**src/rtl/uart_tx_arbiter.sv**
```systemverilog
// uart_tx_arbiter: round-robin arbiter that shares one UART transmitter between
// NUM_REQ byte-stream requesters. A grant is held for a whole message (until
// ReqLast, a dropped Req, or MAX_MSG_LEN bytes). Bytes are paced on TxEmpty,
// and a fixed idle gap is inserted after every message.
//
// state      | meaning
// -----------+--------------------------------------------------------------
// ARB_IDLE   | no owner; pick the next requester round-robin from r_ptr
// ARB_LOAD   | owner holds grant; wait for TxEmpty then load one byte
// ARB_ACCEPT | byte strobed; wait for the core to take it (TxEmpty low)
// ARB_DRAIN  | core busy shifting the byte; wait for TxEmpty high again
// ARB_GAP    | inter-message idle gap; grant released on exit

module uart_tx_arbiter #(
    parameter int NUM_REQ     = 4,
    parameter int GAP_CYCLES  = 38399,
    parameter int MAX_MSG_LEN = 256
) (
    input  logic                 Enable,
    input  logic                 Reset,
    input  logic [NUM_REQ-1:0]   Req,
    input  logic [8*NUM_REQ-1:0] ReqData,
    input  logic [NUM_REQ-1:0]   ReqLast,
    input  logic                 TxEmpty,
    output logic                 XMitGo,
    output logic [7:0]           TxData,
    output logic [NUM_REQ-1:0]   Ack,
    output logic [NUM_REQ-1:0]   Grant,
    output logic                 Busy
);

    // A gap of 0 still costs one cycle so the FSM always passes through ARB_GAP.
    localparam int GAP_EFF = (GAP_CYCLES < 1) ? 1 : GAP_CYCLES;
    localparam int GAP_W   = $clog2((GAP_CYCLES < 2) ? 2 : GAP_CYCLES);
    localparam int CNT_W   = $clog2(MAX_MSG_LEN + 1);
    localparam int IDX_W   = $clog2(NUM_REQ);

    localparam logic [GAP_W-1:0] GAP_LAST = GAP_W'(GAP_EFF - 1);
    localparam logic [CNT_W-1:0] CNT_LAST = CNT_W'(MAX_MSG_LEN - 1);
    localparam logic [IDX_W-1:0] IDX_MAX  = IDX_W'(NUM_REQ - 1);

    typedef enum logic [2:0] {
        ARB_IDLE   = 3'd0,
        ARB_LOAD   = 3'd1,
        ARB_ACCEPT = 3'd2,
        ARB_DRAIN  = 3'd3,
        ARB_GAP    = 3'd4
    } arb_state_t;

    arb_state_t         r_state, w_state_n;
    logic [IDX_W-1:0]   r_ptr, w_ptr_n;
    logic [IDX_W-1:0]   r_gidx, w_gidx_n;
    logic [NUM_REQ-1:0] r_grant, w_grant_n;
    logic               r_xmitgo, w_xmitgo_n;
    logic [7:0]         r_txdata, w_txdata_n;
    logic [NUM_REQ-1:0] r_ack, w_ack_n;
    logic               r_busy, w_busy_n;
    logic               r_last, w_last_n;
    logic [CNT_W-1:0]   r_byte_cnt, w_byte_cnt_n;
    logic [GAP_W-1:0]   r_gap_cnt, w_gap_cnt_n;

    logic               w_found;
    logic [IDX_W-1:0]   w_win;
    logic [IDX_W:0]     w_cand;
    logic               w_req_g;
    logic               w_last_g;
    logic [7:0]         w_data_g;

    // Round-robin search: first requester at or after r_ptr, wrapping modulo NUM_REQ.
    always_comb begin
        w_found = 1'b0;
        w_win   = '0;
        w_cand  = '0;
        for (int k = 0; k < NUM_REQ; k++) begin
            w_cand = {1'b0, r_ptr} + (IDX_W+1)'(k);
            if (w_cand >= (IDX_W+1)'(NUM_REQ)) begin
                w_cand = w_cand - (IDX_W+1)'(NUM_REQ);
            end
            if (!w_found && Req[w_cand[IDX_W-1:0]]) begin
                w_found = 1'b1;
                w_win   = w_cand[IDX_W-1:0];
            end
        end
    end

    // Select the current owner's request, data and last flag.
    always_comb begin
        w_req_g  = 1'b0;
        w_last_g = 1'b0;
        w_data_g = 8'h00;
        for (int i = 0; i < NUM_REQ; i++) begin
            if (r_gidx == IDX_W'(i)) begin
                w_req_g  = Req[i];
                w_last_g = ReqLast[i];
                w_data_g = ReqData[8*i +: 8];
            end
        end
    end

    // Next-state and next-output logic; every output is registered below.
    always_comb begin
        w_state_n    = r_state;
        w_ptr_n      = r_ptr;
        w_gidx_n     = r_gidx;
        w_grant_n    = r_grant;
        w_xmitgo_n   = 1'b0;
        w_txdata_n   = r_txdata;
        w_ack_n      = '0;
        w_last_n     = r_last;
        w_byte_cnt_n = r_byte_cnt;
        w_gap_cnt_n  = r_gap_cnt;

        case (r_state)
            ARB_IDLE: begin
                if (w_found) begin
                    w_gidx_n     = w_win;
                    w_grant_n    = NUM_REQ'(1) << w_win;
                    w_byte_cnt_n = '0;
                    w_state_n    = ARB_LOAD;
                end
            end
            ARB_LOAD: begin
                if (!w_req_g) begin
                    // Owner withdrew mid-message: no further bytes, but the gap still applies.
                    w_gap_cnt_n = '0;
                    w_state_n   = ARB_GAP;
                end else if (TxEmpty) begin
                    w_txdata_n   = w_data_g;
                    w_xmitgo_n   = 1'b1;
                    w_ack_n      = r_grant;
                    w_last_n     = w_last_g | (r_byte_cnt == CNT_LAST);
                    w_byte_cnt_n = r_byte_cnt + 1'b1;
                    w_state_n    = ARB_ACCEPT;
                end
            end
            ARB_ACCEPT: begin
                if (!TxEmpty) begin
                    w_state_n = ARB_DRAIN;
                end
            end
            ARB_DRAIN: begin
                if (TxEmpty) begin
                    if (r_last) begin
                        w_gap_cnt_n = '0;
                        w_state_n   = ARB_GAP;
                    end else begin
                        w_state_n = ARB_LOAD;
                    end
                end
            end
            ARB_GAP: begin
                if (r_gap_cnt == GAP_LAST) begin
                    w_grant_n = '0;
                    w_ptr_n   = (r_gidx == IDX_MAX) ? '0 : r_gidx + 1'b1;
                    w_state_n = ARB_IDLE;
                end else begin
                    w_gap_cnt_n = r_gap_cnt + 1'b1;
                end
            end
            default: begin
                w_state_n = ARB_IDLE;
            end
        endcase

        w_busy_n = (w_state_n != ARB_IDLE);
    end

    // State and registered outputs, cleared asynchronously by Reset.
    always_ff @(posedge Enable or posedge Reset) begin
        if (Reset) begin
            r_state    <= ARB_IDLE;
            r_ptr      <= '0;
            r_gidx     <= '0;
            r_grant    <= '0;
            r_xmitgo   <= 1'b0;
            r_txdata   <= 8'h00;
            r_ack      <= '0;
            r_busy     <= 1'b0;
            r_last     <= 1'b0;
            r_byte_cnt <= '0;
            r_gap_cnt  <= '0;
        end else begin
            r_state    <= w_state_n;
            r_ptr      <= w_ptr_n;
            r_gidx     <= w_gidx_n;
            r_grant    <= w_grant_n;
            r_xmitgo   <= w_xmitgo_n;
            r_txdata   <= w_txdata_n;
            r_ack      <= w_ack_n;
            r_busy     <= w_busy_n;
            r_last     <= w_last_n;
            r_byte_cnt <= w_byte_cnt_n;
            r_gap_cnt  <= w_gap_cnt_n;
        end
    end

    assign XMitGo = r_xmitgo;
    assign TxData = r_txdata;
    assign Ack    = r_ack;
    assign Grant  = r_grant;
    assign Busy   = r_busy;

endmodule

```
**config.mk**
```make
export PLATFORM = sky130hd
export DESIGN_NAME = uart_tx_arbiter
export DESIGN_NICKNAME = d
export VERILOG_FILES = /design/src/rtl/uart_tx_arbiter.sv
export SDC_FILE = /design/constraint.sdc
export NUM_CORES = 1
export LEC_CHECK = 0
export ABC_AREA = 1
export CORE_ASPECT_RATIO = 2
export CORE_MARGIN = 2
export CORE_UTILIZATION = 31
export DETAILED_ROUTE_END_ITERATION = 10
export HOLD_SLACK_MARGIN = 0.02
export PLACE_DENSITY_LB_ADDON = 0.15
export SETUP_SLACK_MARGIN = 0.05
export SKIP_CTS_REPAIR_TIMING = 1
export SYNTH_ARGS = -nofsm -noshare
export SYNTH_HDL_FRONTEND = slang
export SYNTH_SLANG_ARGS = --single-unit
```
**constraint.sdc**
```tcl
create_clock -name Enable -period 1.5 [get_ports Enable]
set_input_delay 0.225 -clock Enable [delete_from_list [all_inputs] [get_ports Enable]]
set_output_delay 0.225 -clock Enable [all_outputs]
set_load 0.01 [all_outputs]
```
# Word level (Yosys, flattened, before mapping)
# Index checks and enable logic that the tools add are counted.
# totals
word_cells,125
inputBits,43
register_bits,51
out_inout_bits,18
# op_classes
n_addsub,10
order_cmp,8
n_reduce_logical,18
mux,59
n_eq_ne,17
bitwise,1
shift,1
# op_table
operator,n
$mux W16,4
$pmux W16 S3,1
$mux W8,4
$mux W9,3
$mux W3,7
$mux W4,5
$mux W1,19
$mux W2,9
$pmux W9 S2,1
$add A16 B1 Y16 const B,1
$eq A16 B16 Y1 const B,1
$ne A2 B2 Y1 const B,8
$pmux W3 S5,1
$lt A2 B3 Y1 const B,4
$add A9 B1 Y9 const B,1
$eq A9 B8 Y1 const B,1
$ge A3 B3 Y1 const B,3
$bmux W1 S2,4
$pmux W4 S2,1
$sub A2 B1 Y2 const B,4
$add A2 B2 Y3 const B,2
$eq A3 B2 Y1 const B,2
$reduce_and A3 Y1,2
$reduce_bool A3 Y1,2
17 further kinds,24

# Depth between registers and ports, before layout
# Gate-level depths: netlist of the first run.
# depth
ltp_word,17
mapped_depth,12
depth_no_buf,12

# Least setup slack after synthesis of the first run
# No wires, ideal clock.
# synth_path
kind,register to register
startpoint,reg r_gidx[0]
endpoint,reg r_gap_cnt[11]
setup_slack_ns,-0.142
path_buffers,2
required_ns,1.365
setup_ns,0.135
path_stages_with_launch,11
period_less_slack_ns,1.642
arrival_ns,1.507
cell_sequence,dfrtp_1 > inv_1 > ha_1 > buf_2 > a21oi_1 > nand2_1 > nand3_4 > nand3_4 > inv_6 > buf_12 > o22ai_2
# synth_via
elab_chain_len,7
word_cells_on_any_way,10
classes_between,eq/ne: 4; mux: 4; reduce/logical: 2
# synth_lines
element,line_no,source
"start, declared",52,"logic [IDX_W-1:0] r_gidx, w_gidx_n;"
"start signal, assigned",185,r_gidx <= w_gidx_n;
$logic_not A2 Y1,92,if (r_gidx == IDX_W'(i)) begin
$mux W1 (3 in series),92,
$mux W1 *,92,
$ne A2 B2 Y1 (no source line) *,--,
$reduce_and A5 Y1 (no source line) *,--,
"end signal, assigned",193,r_gap_cnt <= w_gap_cnt_n;
"end, declared",60,"logic [GAP_W-1:0] r_gap_cnt, w_gap_cnt_n;"
# Every way passes the cells marked *; elsewhere a longest branch is shown, timed or not.
# A chain may end at the register's enable or synchronous reset.

# Worst setup path in the final report of the first run
# layout_path
startpoint,reg r_gidx[1]
endpoint,reg r_gap_cnt[15]
# Same word-level chain as after synthesis.

==> results.tsv, run 1 <==
stage	metric	value	unit
die	Total Die Area	12020	sq um
drt	Vias/cell	4.748	
critical_path	CP most frequent cell	nand3_4	
sta	RSZ-0062 raised after global routing	yes	
power	Combinational Power Share	58.3	%
die	I/O pin cnt	61	
critical_path	startpoint types	register	
sta	Max Freq	573.5	MHz
yosys	Mapped Area	3445	sq um
global_routing	global-route wire length before repair	16040	um
global_routing	vias in the first global route	3322	
yosys	sequential area share after synthesis	37.05	%
sta	Max Slew Vio Count	0	
placed_design	Placed Cells	699	
power	Power Density	1376	nW/um^2
cts	clk slew on worst S/H paths	0.07	ns
sta	Setup WS post-layout	-0.2436	ns
die	Die X-Extent	78.54	um
power	Net Switching	3.126	mW
power	Sequential Power Share	25.3	%
placed_design	GP Congestion	0.8227	
cts	Worst-Skew Late Latency	0.29	ns
flow_run	max_cap viols	0	
finish	post-route cell area	5324	sq um
critical_path	Worst EP required	1.67	ns
status	failing checks	setup timing	
global_routing	remaining global-route overflow	0	
cts	Clk Tree Root Cell	clkbuf_16	
critical_path	WS Path Type	reg2reg	
status	outcome	finished, violations left	
sta	Fin Setup TNS	-8.764	ns
drt	DRT Pass-1 Iters	4	
finish	antenna cells	0	
power	Clk pwr share	16.3	%
drt	Residual DRC	0	
critical_path	delay-heaviest family, CP	simple AND/OR/NAND/NOR gates	
power	sw frac	42.69	%
power	worst vdd ir	0.6251	mV
drt	first-iteration detailed-routing DRC count	151	
sta	min Tclk post-route	1.744	ns
critical_path	buffers and inverters on the worst path	2	
critical_path	Crit. End Element	register	
die	row cnt	54	
sta	relative max-transition margin	80.20	%
global_routing	largest net degree at the start of global routing	51	
placed_design	Place WS	-0.3414	ns
finish	final net count	632	
critical_path	Critical-path top delay cell	dfrtp_1	
global_routing	initial antenna violation count	0	
drt	Post-DRT Antenna Nets	0	
critical_path	arrival time of the worst setup path	1.92	ns
finish	Non-Filler Instances	722	
die	die height	153.1	um
sta	Tcrit/Tclk final	116.2	%
power	Internal Power	4.197	mW
placed_design	Port Buf Inserts	60	
finish	Syn-to-layout area delta	54.56	%
placed_design	dpl cell area	4652	sq um
global_routing	GRT Total Usage	16.97	%
power	leakage	2.545	nW
yosys	Post-Synthesis Cells	450	
sta	Final setup viols	49	
critical_path	Max FO, Critical Path	7	
drt	Vias	3428	
finish	Post-Route Utilization	48.94	%
yosys	Cell variety after synth	42	
yosys	synthesized area per cell	7.655	sq um
cts	CTS Sinks	51	
power	Tot Pwr	7.323	mW
sta	Min Hold Slack	0.1534	ns
yosys	Syn Nets	501	
cts	H-tree Lvls	2	
sta	Final Skew	0.007257	ns
yosys	yosys warns	0	
sta	Worst Tran Pin Value	0.2970	ns
cts	CTS buffer count	5	
placed_design	detailed placement HPWL	7735	um
cts	TritonCTS clock tree	yes	
critical_path	crit path cell chain	inv_2 > ha_2 > o21bai_1 > nand3_2 > nand2_2 > nand3_4 > nand3_4 > buf_6 > o21ai_0	
finish	share of layout cells above drive strength 1	33.68	%
sta	final hold vios	0	
die	Initial Util	31.67	%
drt	drt wl/cell	14.68	um
critical_path	critical path's largest stage delay	0.41	ns
die	core area	10880	sq um
yosys	#FFs+latches synth	51	
cts	CTS Buffer Depth	2	
drt	final wirelength	10600	um
min_path	Hold Path Class	in2async	
## cell type report
type,count,area (sq um)
clock buffer,6,138.9
multi-input combinational,335,2161
timing repair inverter,2,17.52
inverter,55,242.7
timing repair buffer,131,1292
clock inverter,2,16.27
fill,1091,5554
tap,140,175.2
sequential,51,1280
## final timing paths
path                       slack, ns       endpoint           from  cells past startpoint
min reg2reg                     0.48  r_byte_cnt[8]  r_byte_cnt[8]                      2
max                            -0.24  r_gap_cnt[15]      r_gidx[1]                      9
max reg2reg                    -0.24  r_gap_cnt[15]      r_gidx[1]                      9
max in group asynchronous       0.88      r_gidx[0]          Reset                      3
min in group Enable             0.48  r_byte_cnt[8]  r_byte_cnt[8]                      2
min                             0.15      TxData[6]          Reset                      2
## synth_stat cells, drive strengths merged
master,instances,area [sq um]
mux2,1,11.26
clkbuf,2,7.510
o22ai,2,25.02
or2,1,6.260
nand3b,1,7.510
a31o,1,8.760
nand4,13,102.6
mux2i,8,80.08
dfrtp,51,1276
nor4,1,6.260
nor3,12,76.33
a22oi,8,60.06
nand2,141,586.8
inv,55,214.0
o21bai,1,7.510
nor2,51,231.5
a31oi,1,6.260
o21ai,36,214.0
ha,8,100.1
a21oi,6,30.03
xor2,11,96.34
buf,8,71.32
nand3,28,192.7
xnor2,3,26.28
## power groups by stage
stage / clock network [mW] / registers, mW / logic [mW]
global placement: 0 / 1.85 / 3.50
floorplan: 0 / 1.92 / 2.12
global route: 1.31 / 1.89 / 4.69
finish: 1.20 / 1.85 / 4.27
detailed placement: 0 / 1.86 / 3.54
CTS: 1.25 / 1.83 / 3.55
## cells in the final DEF (no fill, tap or decap), drive strengths merged
cell type and count:
ha 8, xor2 11, o21ai 36, inv 55, xnor2 3, clkbuf 8
buf 69, a21oi 6, clkinv 2, mux2 1, nor2 51, nand2 141
a31oi 1, dfrtp 51, or2 1, mux2i 8, o22ai 2, clkinvlp 2
a22oi 8, o21bai 1, a31o 1, nor3 12, clkdlybuf4s50 47, dlymetal6s2s 13
nand4 13, nor4 1, nand3b 1, nand3 29
## kinds of logic (layout without fill, tap and decap cells)
family                     after synthesis  in the layout  synth area share, %
AOI/OAI and AO/OA                       55             55                10.21
xor gates and xnor gates                14             14                3.560
adders and majority gates                8              8                2.906
buffers and inverters                   65            196                8.500
DFF                                     51             51                37.05
muxes                                    9              9                2.652
and+or+nand+nor                        248            249                35.13
## sequential cells by signal (all words and copies together), names as in the netlist
signal,flops
r_gap_cnt,16
r_ptr,2
Busy,1
Grant,4
Ack,4
XMitGo,1
r_last,1
r_gidx,2
r_byte_cnt,9
TxData,8
r_state,3
## per-layer routing
metal	GRT usage, %	wire length, um	vias to the layer above
met3	1.771	158	15
met5	0	0	-
met2	34.35	6478	43
met4	5.597	226	0
li1	-	-	1715
met1	17.16	3736	1655
(Power assumes the default switching activity.)
==> inputs of run 2 (changes only) <==
- HOLD_SLACK_MARGIN: 0.02 -> 0.05
==> results of run 2 <==
Final layout, timing and power as in run 1 (identical DEF).
==> variant 1: new RTL, flow settings as in run 2 <==
Compare `r_byte_cnt` against `CNT_LAST` with >= in place of ==.
--- a/src/rtl/uart_tx_arbiter.sv
+++ b/src/rtl/uart_tx_arbiter.sv
@@ -128,7 +128,7 @@
                     w_txdata_n   = w_data_g;
                     w_xmitgo_n   = 1'b1;
                     w_ack_n      = r_grant;
-                    w_last_n     = w_last_g | (r_byte_cnt == CNT_LAST);
+                    w_last_n     = w_last_g | (r_byte_cnt >= CNT_LAST);
                     w_byte_cnt_n = r_byte_cnt + 1'b1;
                     w_state_n    = ARB_ACCEPT;
                 end
Check against the original RTL: no difference found for any inputs over 10 cycles, from zero or initial values and one cycle with Reset high; that may be too few to reach the edited logic, so the function may still have changed.
==> variant 1 against run 2 <==
- the run still ends with setup timing left
- wire length decreased by 4.2%
- final cell count decreased by 0.28%
- total power decreased by 9.0%
- sequential cell count unchanged
- cell area decreased by 0.42%
- setup slack got worse by 0.014 ns
- area after synthesis decreased by 3.8%
- largest power group unchanged
- highest routed layer unchanged
==> variant 1: results (changes against run 2) <==
{| class="wikitable"
! Metric !! Value
|-
| Maximum VDD drop || 0.483 mV (-23%)
|-
| Synthesized area per cell || 7.50 um^2 (-2.0%)
|-
| Worst path max stage delay || 0.46 ns (+0.05 ns)
|-
| Net switching fraction of the power || 40.0% (-2.7 points)
|-
| Outcome || finished with violations
|-
| Post-Synthesis Net Count || 493 (-1.6%)
|-
| Critical R2R Launch || r_gidx[0]$_DFFE_PP0P_
|-
| Count of cell types in the netlist || 36 (-14%)
|-
| Top post-synthesis cells by area || sky130_fd_sc_hd__dfrtp_1, sky130_fd_sc_hd__nand2_1, sky130_fd_sc_hd__nor2_1
|-
| Minimum setup slack in the final design || -0.257 ns (-0.0137 ns)
|-
| Wire length of the first global-routing pass || 16000 um (-0.39%)
|-
| Setup total negative slack || -8.95 ns (-0.185 ns)
|-
| Psw || 0.00266 W (-15%)
|-
| Half-perimeter wire length of the detailed placement result || 7520 um (-2.8%)
|-
| Standby leakage power || 2.53 nW (-0.60%)
|-
| Max Freq || 569 MHz (-0.78%)
|-
| Vias per cell || 4.72 (-0.69%)
|-
| DRC violation total after the first TritonRoute iteration || 144 (-4.6%)
|-
| Arr. time, crit path || 1.95 ns (+0.03 ns)
|-
| Final number of setup-violating endpoints || 49 (unchanged)
|-
| Hold slack || 0.334 ns (+0.180 ns)
|-
| Sequential cell area fraction in the yosys report || 38.5% (+1.5 points)
|-
| CP endpoint || r_gap_cnt[8]$_DFFE_PP0P_
|-
| Transition time of the tightest slew-check pin || 0.391 ns (+0.0938 ns)
|-
| Maximum number of pins on one net before global-route repair || 52 (+2.0%)
|-
| Aggregate global-route resource usage || 17.5% (+0.55 points)
|-
| Placement-stage worst setup slack || -0.398 ns (-0.0566 ns)
|-
| Critical-path top delay cell || sky130_fd_sc_hd__dfrtp_2
|-
| Violations in the final reports || setup timing
|}
## variant 1: changes by cell type after synthesis, sizes merged, moves of 2 or more
cell and change:
nor3 -8, nor2 -2, nand3 +5, nand2 +13, xor2 +3, o21ai -9
clkinv +2, nand4 +2, inv -14
## variant 1: cell families after synthesis
logic type / share of synthesized area (%)
AOI/OAI and AO/OA: 7.40
xor gates and xnor gates: 4.76
adders and majority gates: 3.02
buffers and inverters: 6.76
DFF: 38.5
muxes: 2.42
and+or+nand+nor: 37.1
## variant 1: layer usage
| metal | wire length (um) | global-route usage [%] | vias up |
|---|---|---|---|
| met3 | 223 | 2.34 | 14 |
| li1 | - | - | 1705 |
| met1 | 3560 | 16.3 | 1617 |
| met4 | 232 | 7.14 | 0 |
| met2 | 6140 | 36.8 | 59 |
| met5 | 0 | 0 | - |
## variant 1: cell type report
class	count	area (um^2)
flip-flops and latches	51	1280
repair buffers	142	1330
well taps	137	171
fillers	1069	5180
multi-input cells	339	2170
inverters	43	190
clock inverters	1	7.51
clock buffers	7	153
==> variant 2: new RTL, config.mk and constraints of run 2 <==
Made on the original files. The parameter `MAX_MSG_LEN` goes from 256 to 512.
--- a/src/rtl/uart_tx_arbiter.sv
+++ b/src/rtl/uart_tx_arbiter.sv
@@ -14,7 +14,7 @@
 module uart_tx_arbiter #(
     parameter int NUM_REQ     = 4,
     parameter int GAP_CYCLES  = 38399,
-    parameter int MAX_MSG_LEN = 256
+    parameter int MAX_MSG_LEN = 512
 ) (
     input  logic                 Enable,
     input  logic                 Reset,
Formal check against the unedited RTL: same outputs for any inputs over 10 cycles, from zero or initial values and one cycle with Reset high; that may be too few to reach the edited logic, so the function may still have changed.
==> variant 2 against run 2 <==
- the flow still finishes with violations (setup timing)
- clock skew decreased by 0.0011 ns
- cell area decreased by 1.1%
- non-clock buffer count unchanged
- total power increased by 1.7%
- largest power group unchanged
- critical endpoint is now r_gap_cnt[10]$_DFFE_PP0P_
- sequential cell count increased by 1
- setup slack improved by 0.0023 ns
- area after synthesis decreased by 0.76%
- die area decreased by 0.73%
- wire length increased by 2.8%
==> variant 2: results (changes against run 2) <==
{| class="wikitable"
! Metric !! Value
|-
| Total number of yosys warnings || 0 (unchanged)
|-
| Standby leakage power || 2.55 nW (about the same)
|-
| Wire length of the first global-routing pass || 16500 um (+3.1%)
|-
| Sequential cell area fraction in the yosys report || 38.1% (+1.0 points)
|-
| Clock share of power || 16.4%
|-
| Clock insertion delay at the later pin of the skew report || 0.30 ns
|-
| Max FO, Critical Path || 5 (-2)
|-
| Post-layout nets || 640 (+1.3%)
|-
| Register ranked first by flip-flop count || r_gap_cnt
|-
| Number of fill cells in the layout || 1078 (-1.2%)
|-
| Min-delay worst type || input pin to asynchronous set/reset pin
|-
| Post-synth top flop || sky130_fd_sc_hd__dfrtp_1
|-
| DRT Pass-1 Iters || 4 (unchanged)
|-
| Post-Synthesis Net Count || 514 (+2.6%)
|-
| Number of cells on the worst reg-to-reg path || 11 (+2)
|-
| Count of cell types in the netlist || 37 (-12%)
|-
| Reg power frac || 25.4% (about the same)
|-
| Arr. time, crit path || 1.93 ns
|-
| Layout Skew || 0.00612 ns (-0.00114 ns)
|-
| Net switching fraction of the power || 42.9% (+0.17 points)
|-
| Layout cells sized above 1 || 28.8% (-4.9 points)
|-
| Cell types with the highest counts after synthesis || sky130_fd_sc_hd__nand2_1, sky130_fd_sc_hd__dfrtp_1, sky130_fd_sc_hd__nor2_1
|-
| DRC violation total after the first TritonRoute iteration || 218 (+44%)
|-
| H-tree level count || 2 (unchanged)
|-
| Vias in the first global route || 3495 (+5.2%)
|-
| Flip-flop count of the largest register, all copies and words added || 16 (unchanged)
|-
| Clock root buffer || sky130_fd_sc_hd__clkbuf_16
|-
| Maximum number of pins on one net before global-route repair || 27 (-47%)
|-
| CTS Buf Count || 5 (unchanged)
|-
| Transition time of the tightest slew-check pin || 0.406 ns (+0.109 ns)
|-
| Violations in the final reports || setup timing
|-
| Maximum VDD drop || 0.862 mV (+38%)
|-
| Diodes inserted || 0 (unchanged)
|-
| Share of synthesized flip-flops with an asynchronous set or reset || 100% (unchanged)
|-
| Top post-synthesis cells by area || sky130_fd_sc_hd__dfrtp_1, sky130_fd_sc_hd__nand2_1, sky130_fd_sc_hd__nor2_1
|-
| Hold slack || 0.254 ns (+0.101 ns)
|-
| Per-cell routed wire length || 14.9 um (+1.5%)
|-
| Port Buffers || 60 (unchanged)
|-
| Placed Instance Area || 0.00460 mm^2 (-1.0%)
|-
| Final number of setup-violating endpoints || 51 (+4.1%)
|-
| Number of antenna violations at the first check in global routing || 0 (unchanged)
|-
| Minimum setup slack in the final design || -0.241 ns (+0.00226 ns)
|-
| Reg2Reg Capture Point || r_gap_cnt[10]$_DFFE_PP0P_
|-
| Number of violations of the max-capacitance limit || 0 (unchanged)
|-
| Final GP Congestion || 0.896 (+8.9%)
|-
| Vias per cell || 4.76 (+0.21%)
|-
| Critical R2R Launch || r_gidx[0]$_DFFE_PP0P_
|-
| Half-perimeter wire length of the detailed placement result || 7990 um (+3.3%)
|-
| Aggregate global-route resource usage || 17.5% (+0.52 points)
|-
| Outcome || finished with violations
|}
## variant 2: cell count changes after synthesis, sizes merged, moves of 3 or more
cell / delta
buf: +3
inv: -5
nand2: +11
nand3: +4
nand4: +4
nor3: -4
nor3b: +3
## variant 2: worst max-delay path by stage
stage	start	end	slack [ns]	cells after the start
4_1_cts	r_gidx[0]$_DFFE_PP0P_	TxData[7]$_DFFE_PP0P_	-0.32	7
3_5_place_dp	Req[3]	r_byte_cnt[1]$_DFFE_PP0P_	-0.37	10
6_report	r_gidx[0]$_DFFE_PP0P_	r_gap_cnt[10]$_DFFE_PP0P_	-0.24	11
2_1_floorplan	r_gidx[0]$_DFFE_PP0P_	Busy$_DFF_PP0_	-0.02	12
5_1_grt	r_gidx[0]$_DFFE_PP0P_	r_byte_cnt[1]$_DFFE_PP0P_	-0.35	11
3_3_place_gp	Req[0]	r_byte_cnt[9]$_DFFE_PP0P_	-0.34	10
## variant 2: cell families (layout without fill, tap and decap cells)
logic type / count (synthesis) / count (layout) / share of synthesized area, %
buffers and inverters: 65 / 189 / 8.13
and+or+nand+nor: 263 / 266 / 35.9
xor gates and xnor gates: 16 / 16 / 4.10
DFF: 52 / 52 / 38.1
adders and majority gates: 7 / 7 / 2.56
AOI/OAI and AO/OA: 52 / 52 / 8.57
muxes: 9 / 9 / 2.67
## variant 2: worst max-delay path, stage by stage, from the launching register on
cell and delay (ns):
sky130_fd_sc_hd__dfrtp_1 0.44, sky130_fd_sc_hd__inv_2 0.14, sky130_fd_sc_hd__buf_12 0.11, sky130_fd_sc_hd__ha_4 0.14, sky130_fd_sc_hd__inv_2 0.04, sky130_fd_sc_hd__nand3_1 0.11, sky130_fd_sc_hd__nand2_2 0.09, sky130_fd_sc_hd__nand3_4 0.12
sky130_fd_sc_hd__nand3_4 0.15, sky130_fd_sc_hd__clkbuf_16 0.20, sky130_fd_sc_hd__nand2_2 0.05, sky130_fd_sc_hd__nand2_1 0.06
## variant 2: metrics by stage
stage               utilization [%]  total power [W]  setup WS, ns  setup TNS [ns]  cells
detailed placement             42.6          0.00540        -0.365          -14.79    704
floorplan                         -          0.00402       -0.0212         -0.0312    464
global placement               42.6          0.00536        -0.342          -13.87    704
CTS                            44.0          0.00663        -0.324          -10.38    712
finish                         48.7          0.00745        -0.241           -9.25    731
global route                   48.7          0.00798        -0.351          -14.61    731
## variant 2: per-layer routing
layer,track usage (%),part of all wire (%)
met1,17.2,35
met2,35.6,60
met3,1.72,1.7
met4,6.77,2.5
met5,0,0
## variant 2: area by class of cell
type | count | area, um^2 | area share (%)
sequential | 52 | 1310 | 24.8
tap | 140 | 175 | 3.33
clock inverter | 3 | 27.5 | 0.523
multi-input combinational | 350 | 2160 | 41.1
inverter | 50 | 216 | 4.11
clock buffer | 5 | 125 | 2.38
timing repair buffer | 131 | 1250 | 23.8
